### src/rtl/axi_router_pkg.sv
// Shared types and default address map for the AXI address-channel router.
// Used by axi_addr_router and axi_addr_match.
package axi_router_pkg;

    localparam logic [1:0] RESP_OKAY   = 2'b00;
    localparam logic [1:0] RESP_DECERR = 2'b11;

    typedef enum logic [1:0] {
        IDLE,
        ISSUE,
        ERRW,
        ERR
    } state_e;

    localparam int DEF_NUM_SLAVES = 5;
    localparam int DEF_ADDR_W     = 32;

    // Slave 0 sits in the LSBs of each packed table.
    localparam logic [DEF_NUM_SLAVES*DEF_ADDR_W-1:0] DEF_SLV_BASE = {
        32'hF002_0000, 32'hF001_0000, 32'hF000_0000, 32'h2000_0000, 32'h0000_0000
    };
    localparam logic [DEF_NUM_SLAVES*DEF_ADDR_W-1:0] DEF_SLV_MASK = {
        32'hFFFF_0000, 32'hFFFF_0000, 32'hFFFF_0000, 32'hF000_0000, 32'hFFFF_0000
    };

endpackage

### src/rtl/axi_addr_match.sv
// Combinational priority base/mask address matcher: lowest matching slave index wins.
// Reports a miss (with sel=0) when no slave window contains the address.
import axi_router_pkg::*;

module axi_addr_match #(
    parameter int                              NUM_SLAVES = DEF_NUM_SLAVES,
    parameter int                              ADDR_W     = DEF_ADDR_W,
    parameter int                              SEL_W      = 3,
    parameter logic [NUM_SLAVES*ADDR_W-1:0]    SLV_BASE   = DEF_SLV_BASE,
    parameter logic [NUM_SLAVES*ADDR_W-1:0]    SLV_MASK   = DEF_SLV_MASK
) (
    input  logic [ADDR_W-1:0] addr,
    output logic [SEL_W-1:0]  sel,
    output logic              miss
);

    // Scanning from the top down lets the lowest matching index overwrite the rest.
    always_comb begin
        sel  = '0;
        miss = 1'b1;
        for (int i = NUM_SLAVES - 1; i >= 0; i--) begin
            if ((addr & SLV_MASK[i*ADDR_W +: ADDR_W]) == SLV_BASE[i*ADDR_W +: ADDR_W]) begin
                sel  = SEL_W'(i);
                miss = 1'b0;
            end
        end
    end

endmodule

### src/rtl/axi_addr_router.sv
// AXI address-channel router with in-order outstanding tracking to a single target.
// Define AXI_ADDR_ROUTER_DECERR_EN to answer unmapped addresses with DECERR instead of routing to slave 0.
import axi_router_pkg::*;

module axi_addr_router #(
    parameter int                              NUM_SLAVES = 5,
    parameter int                              ADDR_W     = 32,
    parameter int                              RSP_W      = 32,
    parameter int                              MAX_OUTST  = 4,
    parameter logic [NUM_SLAVES*ADDR_W-1:0]    SLV_BASE   = DEF_SLV_BASE,
    parameter logic [NUM_SLAVES*ADDR_W-1:0]    SLV_MASK   = DEF_SLV_MASK
) (
    input  logic                        clk,
    input  logic                        rst,
    input  logic                        s_addr_valid,
    output logic                        s_addr_ready,
    input  logic [ADDR_W-1:0]           s_addr,
    output logic                        s_rsp_valid,
    input  logic                        s_rsp_ready,
    output logic [RSP_W-1:0]            s_rsp_data,
    output logic [1:0]                  s_rsp_resp,
    output logic [NUM_SLAVES-1:0]       m_addr_valid,
    input  logic [NUM_SLAVES-1:0]       m_addr_ready,
    output logic [ADDR_W-1:0]           m_addr,
    input  logic [NUM_SLAVES-1:0]       m_rsp_valid,
    output logic [NUM_SLAVES-1:0]       m_rsp_ready,
    input  logic [NUM_SLAVES*RSP_W-1:0] m_rsp_data,
    input  logic [NUM_SLAVES*2-1:0]     m_rsp_resp
);

    localparam int SEL_W = (NUM_SLAVES > 1) ? $clog2(NUM_SLAVES) : 1;
    localparam int CNT_W = $clog2(MAX_OUTST + 1);

    state_e             state_q, state_d;
    logic [CNT_W-1:0]   cnt_q, cnt_d;
    logic [SEL_W-1:0]   cur_sel_q, cur_sel_d;
    logic [SEL_W-1:0]   sel_q, sel_d;
    logic [ADDR_W-1:0]  addr_q, addr_d;

    logic [SEL_W-1:0]   match_sel;
    logic               match_miss;
    logic               issue_ok, issue_hs, rsp_active, rsp_hs, sel_ready;

    axi_addr_match #(
        .NUM_SLAVES (NUM_SLAVES),
        .ADDR_W     (ADDR_W),
        .SEL_W      (SEL_W),
        .SLV_BASE   (SLV_BASE),
        .SLV_MASK   (SLV_MASK)
    ) u_match (
        .addr (s_addr),
        .sel  (match_sel),
        .miss (match_miss)
    );

`ifndef AXI_ADDR_ROUTER_DECERR_EN
    logic unused_miss;
    assign unused_miss = match_miss;
`endif

    assign m_addr = addr_q;

    // A new target may only be issued once everything outstanding has drained,
    // which keeps responses in request order without per-transaction IDs.
    always_comb begin
        issue_ok     = ((cnt_q == '0) || (sel_q == cur_sel_q)) && (cnt_q < CNT_W'(MAX_OUTST));
        rsp_active   = (cnt_q != '0) && (state_q != ERR);
        s_addr_ready = (state_q == IDLE) && !rst;
        m_addr_valid = '0;
        m_rsp_ready  = '0;
        s_rsp_valid  = 1'b0;
        s_rsp_data   = '0;
        s_rsp_resp   = RESP_OKAY;
        sel_ready    = 1'b0;
        for (int i = 0; i < NUM_SLAVES; i++) begin
            if (sel_q == SEL_W'(i)) begin
                m_addr_valid[i] = (state_q == ISSUE) && issue_ok;
                sel_ready       = m_addr_ready[i];
            end
            if (rsp_active && (cur_sel_q == SEL_W'(i))) begin
                s_rsp_valid    = m_rsp_valid[i];
                s_rsp_data     = m_rsp_data[i*RSP_W +: RSP_W];
                s_rsp_resp     = m_rsp_resp[i*2 +: 2];
                m_rsp_ready[i] = s_rsp_ready;
            end
        end
`ifdef AXI_ADDR_ROUTER_DECERR_EN
        if (state_q == ERR) begin
            s_rsp_valid = 1'b1;
            s_rsp_resp  = RESP_DECERR;
        end
`endif
        issue_hs = (state_q == ISSUE) && issue_ok && sel_ready;
        rsp_hs   = rsp_active && s_rsp_valid && s_rsp_ready;
    end

    always_comb begin
        state_d   = state_q;
        cnt_d     = cnt_q;
        cur_sel_d = cur_sel_q;
        sel_d     = sel_q;
        addr_d    = addr_q;
        case (state_q)
            IDLE: begin
                if (s_addr_valid && s_addr_ready) begin
                    addr_d  = s_addr;
                    sel_d   = match_sel;
                    state_d = ISSUE;
`ifdef AXI_ADDR_ROUTER_DECERR_EN
                    if (match_miss) begin
                        state_d = ERRW;
                    end
`endif
                end
            end
            ISSUE: begin
                if (issue_hs) begin
                    cur_sel_d = sel_q;
                    state_d   = IDLE;
                end
            end
`ifdef AXI_ADDR_ROUTER_DECERR_EN
            ERRW: begin
                if (cnt_q == '0) begin
                    state_d = ERR;
                end
            end
            ERR: begin
                if (s_rsp_ready) begin
                    state_d = IDLE;
                end
            end
`endif
            default: state_d = IDLE;
        endcase
        // Issue and response in the same cycle cancel out.
        case ({issue_hs, rsp_hs})
            2'b10:   cnt_d = cnt_q + CNT_W'(1);
            2'b01:   cnt_d = cnt_q - CNT_W'(1);
            default: cnt_d = cnt_q;
        endcase
    end

    always_ff @(posedge clk) begin
        if (rst) begin
            state_q   <= IDLE;
            cnt_q     <= '0;
            cur_sel_q <= '0;
            sel_q     <= '0;
            addr_q    <= '0;
        end else begin
            state_q   <= state_d;
            cnt_q     <= cnt_d;
            cur_sel_q <= cur_sel_d;
            sel_q     <= sel_d;
            addr_q    <= addr_d;
        end
    end

endmodule

### config.mk
export PLATFORM = sky130hd
export DESIGN_NAME = axi_addr_router
export DESIGN_NICKNAME = d
export VERILOG_FILES = /design/src/rtl/axi_router_pkg.sv /design/src/rtl/axi_addr_match.sv /design/src/rtl/axi_addr_router.sv
export SDC_FILE = /design/constraint.sdc
export NUM_CORES = 1
export LEC_CHECK = 0
export CORE_AREA = 5 5 112 114
export CTS_CLUSTER_SIZE = 20
export DETAILED_ROUTE_END_ITERATION = 10
export DIE_AREA = 0 0 117 119
export PLACE_DENSITY = 0.83
export SLEW_MARGIN = 20
export SYNTH_ARGS = -nofsm -noshare
export SYNTH_HDL_FRONTEND = slang
export SYNTH_SLANG_ARGS = --single-unit
### constraint.sdc
create_clock -name clk -period 3.55 [get_ports clk]
set_input_delay 0.355 -clock clk [delete_from_list [all_inputs] [get_ports clk]]
set_output_delay 0.355 -clock clk [all_outputs]
set_load 0.05 [all_outputs]
==> flow_metrics.py <==
metrics = {
    "status": {
        "run_status": "completed",
    },
    "global_routing": {
        "grt_usage_pct": 21.6,
        "first_global_vias": 4466,
        "wire_length_of_the_first_global_routing_pass_um": 24000,
        "grt_antenna_before_repair": 3,
        "overflow": 0,
        "pin_count_of_the_biggest_net_entering_global_routing": 69,
    },
    "placed_design": {
        "placed_area_mm2": 0.00605,
        "detailed_place_hpwl_um": 13300,
        "placement.io_buffers": 293,
        "dp.cells": 845,
        "gp_congestion": 0.940,
    },
    "detailed_routing": {
        "detailedRoute.firstPassIterationCount": 4,
        "remaining_routing_drc_violations": 0,
        "wirelength_per_cell_um": 18.9,
        "drtAntennaViolNets": 0,
        "initialDrtViolationCount": 253,
        "via_per_inst": 4.97,
        "vias": 4242,
        "route.final.wire_length_um": 16100,
    },
    "synth": {
        "asyncSetResetFlopFracSynth_pct": 0,
        "yosys_warning_count": 0,
        "combined_area_of_all_synthesized_cells_mm2": 0.00305,
        "ys_seq_area_share_pct": 27.6,
        "synthTopCellsByCount": "sky130_fd_sc_hd__nand2_1, sky130_fd_sc_hd__o21ai_0, sky130_fd_sc_hd__dfxtp_1, sky130_fd_sc_hd__mux2_2, sky130_fd_sc_hd__o22ai_1",
        "yosys_most_used_dff": "sky130_fd_sc_hd__dfxtp_1",
        "netlist_instances": 435,
        "yosys_register_bits": 42,
        "synth.distinct_cells": 45,
        "yosys.cell_count.top_type": "sky130_fd_sc_hd__nand2_1",
        "synth_edf_count": 0,
        "synthesis.area_per_instance_um2": 7.01,
        "syn_nets": 653,
        "post_synth_main_area_contributors": "sky130_fd_sc_hd__dfxtp_1, sky130_fd_sc_hd__o21ai_0, sky130_fd_sc_hd__nand2_1",
        "yosysTopAreaCell": "sky130_fd_sc_hd__dfxtp_1",
        "synthDominantCellAreaShare_pct": 27.6,
    },
    "die": {
        "floorplan.initialDensity_pct": 26.9,
        "dieHeight_um": 119,
        "placementRows": 39,
        "coreArea_mm2": 0.0113,
        "die_width_um": 117,
        "die_outline_area_mm2": 0.0139,
        "pin_count": 294,
    },
    "clock_tree": {
        "clock_sinks": 42,
        "cts-root-to-sink-buffers": 2,
        "clkLatencyLatePin_ns": 0.28,
        "cts_repair_resize_count": 0,
        "cts_tree": "built",
        "cts_setup_buffers": 0,
        "cts_made_buffers": 5,
        "cts-htree-levels": 2,
        "clock_root_buffer": "sky130_fd_sc_hd__clkbuf_16",
        "cts_hold_repair.buffers": 0,
        "cts.reportedPaths.clkPinSlew_ns": 0.05,
    },
    "sta": {
        "drv_slew": 0,
        "final.min_clock_period_ns": 3.21,
        "max_slew.worst_pin.slew_ns": 0.986,
        "post-route-period-util_pct": 90.5,
        "fmax_mhz": 311,
        "finalHoldViolCount": 0,
        "fin_worst_skew_ns": 0.00401,
        "rsz0062_at_grt": "no",
        "max-slew-margin-rel_pct": 34.3,
        "setup_total_negative_slack_ns": 0,
        "finalSetupViolCount": 0,
    },
    "worst_setup_path": {
        "slowest_delay_ns": 0.85,
        "critical_path.slowest_cell": "sky130_fd_sc_hd__clkdlybuf4s50_1",
        "cell_breakdown_of_the_critical_path": "buf_4, xor2_1, o41ai_2, or2b_1, nor3_1, clkdlybuf4s50_1",
        "timing.critical_path.from_type": "register",
        "worst_setup_path_end_kind": "output pin",
        "timing.setup.critical_path_class": "register to output pin",
        "worst_ep_arrival_time_ns": 2.86,
        "cp_data_required_time_ns": 3.19,
        "worst-path-max-fanout": 25,
    },
    "finish": {
        "layout.cells.non_filler": 853,
        "layout-area-overhead-vs-synth_pct": 104,
        "num-nets-final": 927,
        "final_area_mm2": 0.00622,
        "final_core_util_pct": 55.0,
        "drive_above_1_share_pct": 12.7,
    },
    "power_and_ir_drop": {
        "power_density_mw_per_mm2": 375,
        "total_power_mw": 2.34,
        "power.leakage_nw": 2.23,
        "ir_worst_vdd_uv": 322,
    },
    "run": {
        "max_cap_violations": 0,
    },
    "worst_hold_path": {
        "hold_path.class": "register to register",
    },
}
==> power by group <==
part / switching, mW / internal (mW) / total [mW] / leakage, nW
registers: 0.0349 / 0.512 / 0.547 / 0.346
clock network: 0.171 / 0.347 / 0.518 / 0.0829
logic: 0.758 / 0.514 / 1.27 / 1.81
total: 0.964 / 1.37 / 2.34 / 2.23
==> cells in the final DEF (no fill, tap or decap), drive strengths merged, types with 3 or more instances in the layout <==
cell type      count
a21oi             10
a22oi              7
buf               40
clkbuf             6
clkdlybuf4s50    265
dfxtp             42
inv                8
mux2              28
mux2i             11
nand2            105
nor2              17
nor3               8
o21ai             98
o22ai             28
or4b               3
xor2               5
==> worst max-delay path: cells and delay by family (launching register included) <==
kind	cells	cell delay [ns]
DFF	1	0.41
buffers and inverters	2	1.20
AOI/OAI and AO/OA	1	0.32
xor gates and xnor gates	1	0.13
and+or+nand+nor	2	0.51
==> registers in the layout (all words and copies together) (netlist names) <==
signal	flops
m_addr	32
cnt_q	3
cur_sel_q	3
sel_q	3
state_q	1
==> final cells by class <==
type / count / area, µm²
well taps: 143 / 179
fillers: 1026 / 5100
clock inverters: 1 / 30.0
flip-flops and latches: 42 / 843
diodes: 1 / 2.50
clock buffers: 6 / 139
repair buffers: 305 / 2980
inverters: 8 / 30.0
multi-input cells: 347 / 2020
==> path summary, 6_finish.rpt <==
check,start,endpoint,slack (ns),cells past startpoint
worst max-delay path,cur_sel_q[1],m_addr_valid[1],0.34,6
worst max register to register,cur_sel_q[0],cnt_q[2],0.43,11
worst min-delay path,m_addr[22],m_addr[22],0.46,2
worst min register to register,m_addr[22],m_addr[22],0.46,2
==> stage by stage <==
stage / hold slack (ns) / setup WS [ns]
3_5_place_dp: 0.453 / 0.429
6_report: 0.462 / 0.337
2_1_floorplan: 0.424 / 0.837
3_3_place_gp: 0.443 / 0.566
4_1_cts: 0.465 / 0.325
5_1_grt: 0.488 / 0.124
==> per-layer routing <==
| metal | routed length [µm] | vias up | share of wire, % | global-route usage [%] |
|---|---|---|---|---|
| met5 | 27 | - | 0.17 | 0 |
| met4 | 501 | 4 | 3.1 | 7.10 |
| met3 | 1920 | 32 | 12 | 7.81 |
| met2 | 7820 | 210 | 49 | 38.5 |
| met1 | 5830 | 1916 | 36 | 23.5 |
| li1 | - | 2080 | - | - |
==> kinds of logic after synthesis <==
logic type | after synthesis | synth area share, %
adders and majority gates | 2 | 1.07
and+or+nand+nor | 152 | 22.6
AOI/OAI and AO/OA | 149 | 27.2
buffers and inverters | 46 | 6.20
xor gates and xnor gates | 5 | 1.44
DFF | 42 | 27.6
muxes | 39 | 14.0
Note: power is estimated with default switching activity, not from simulation.
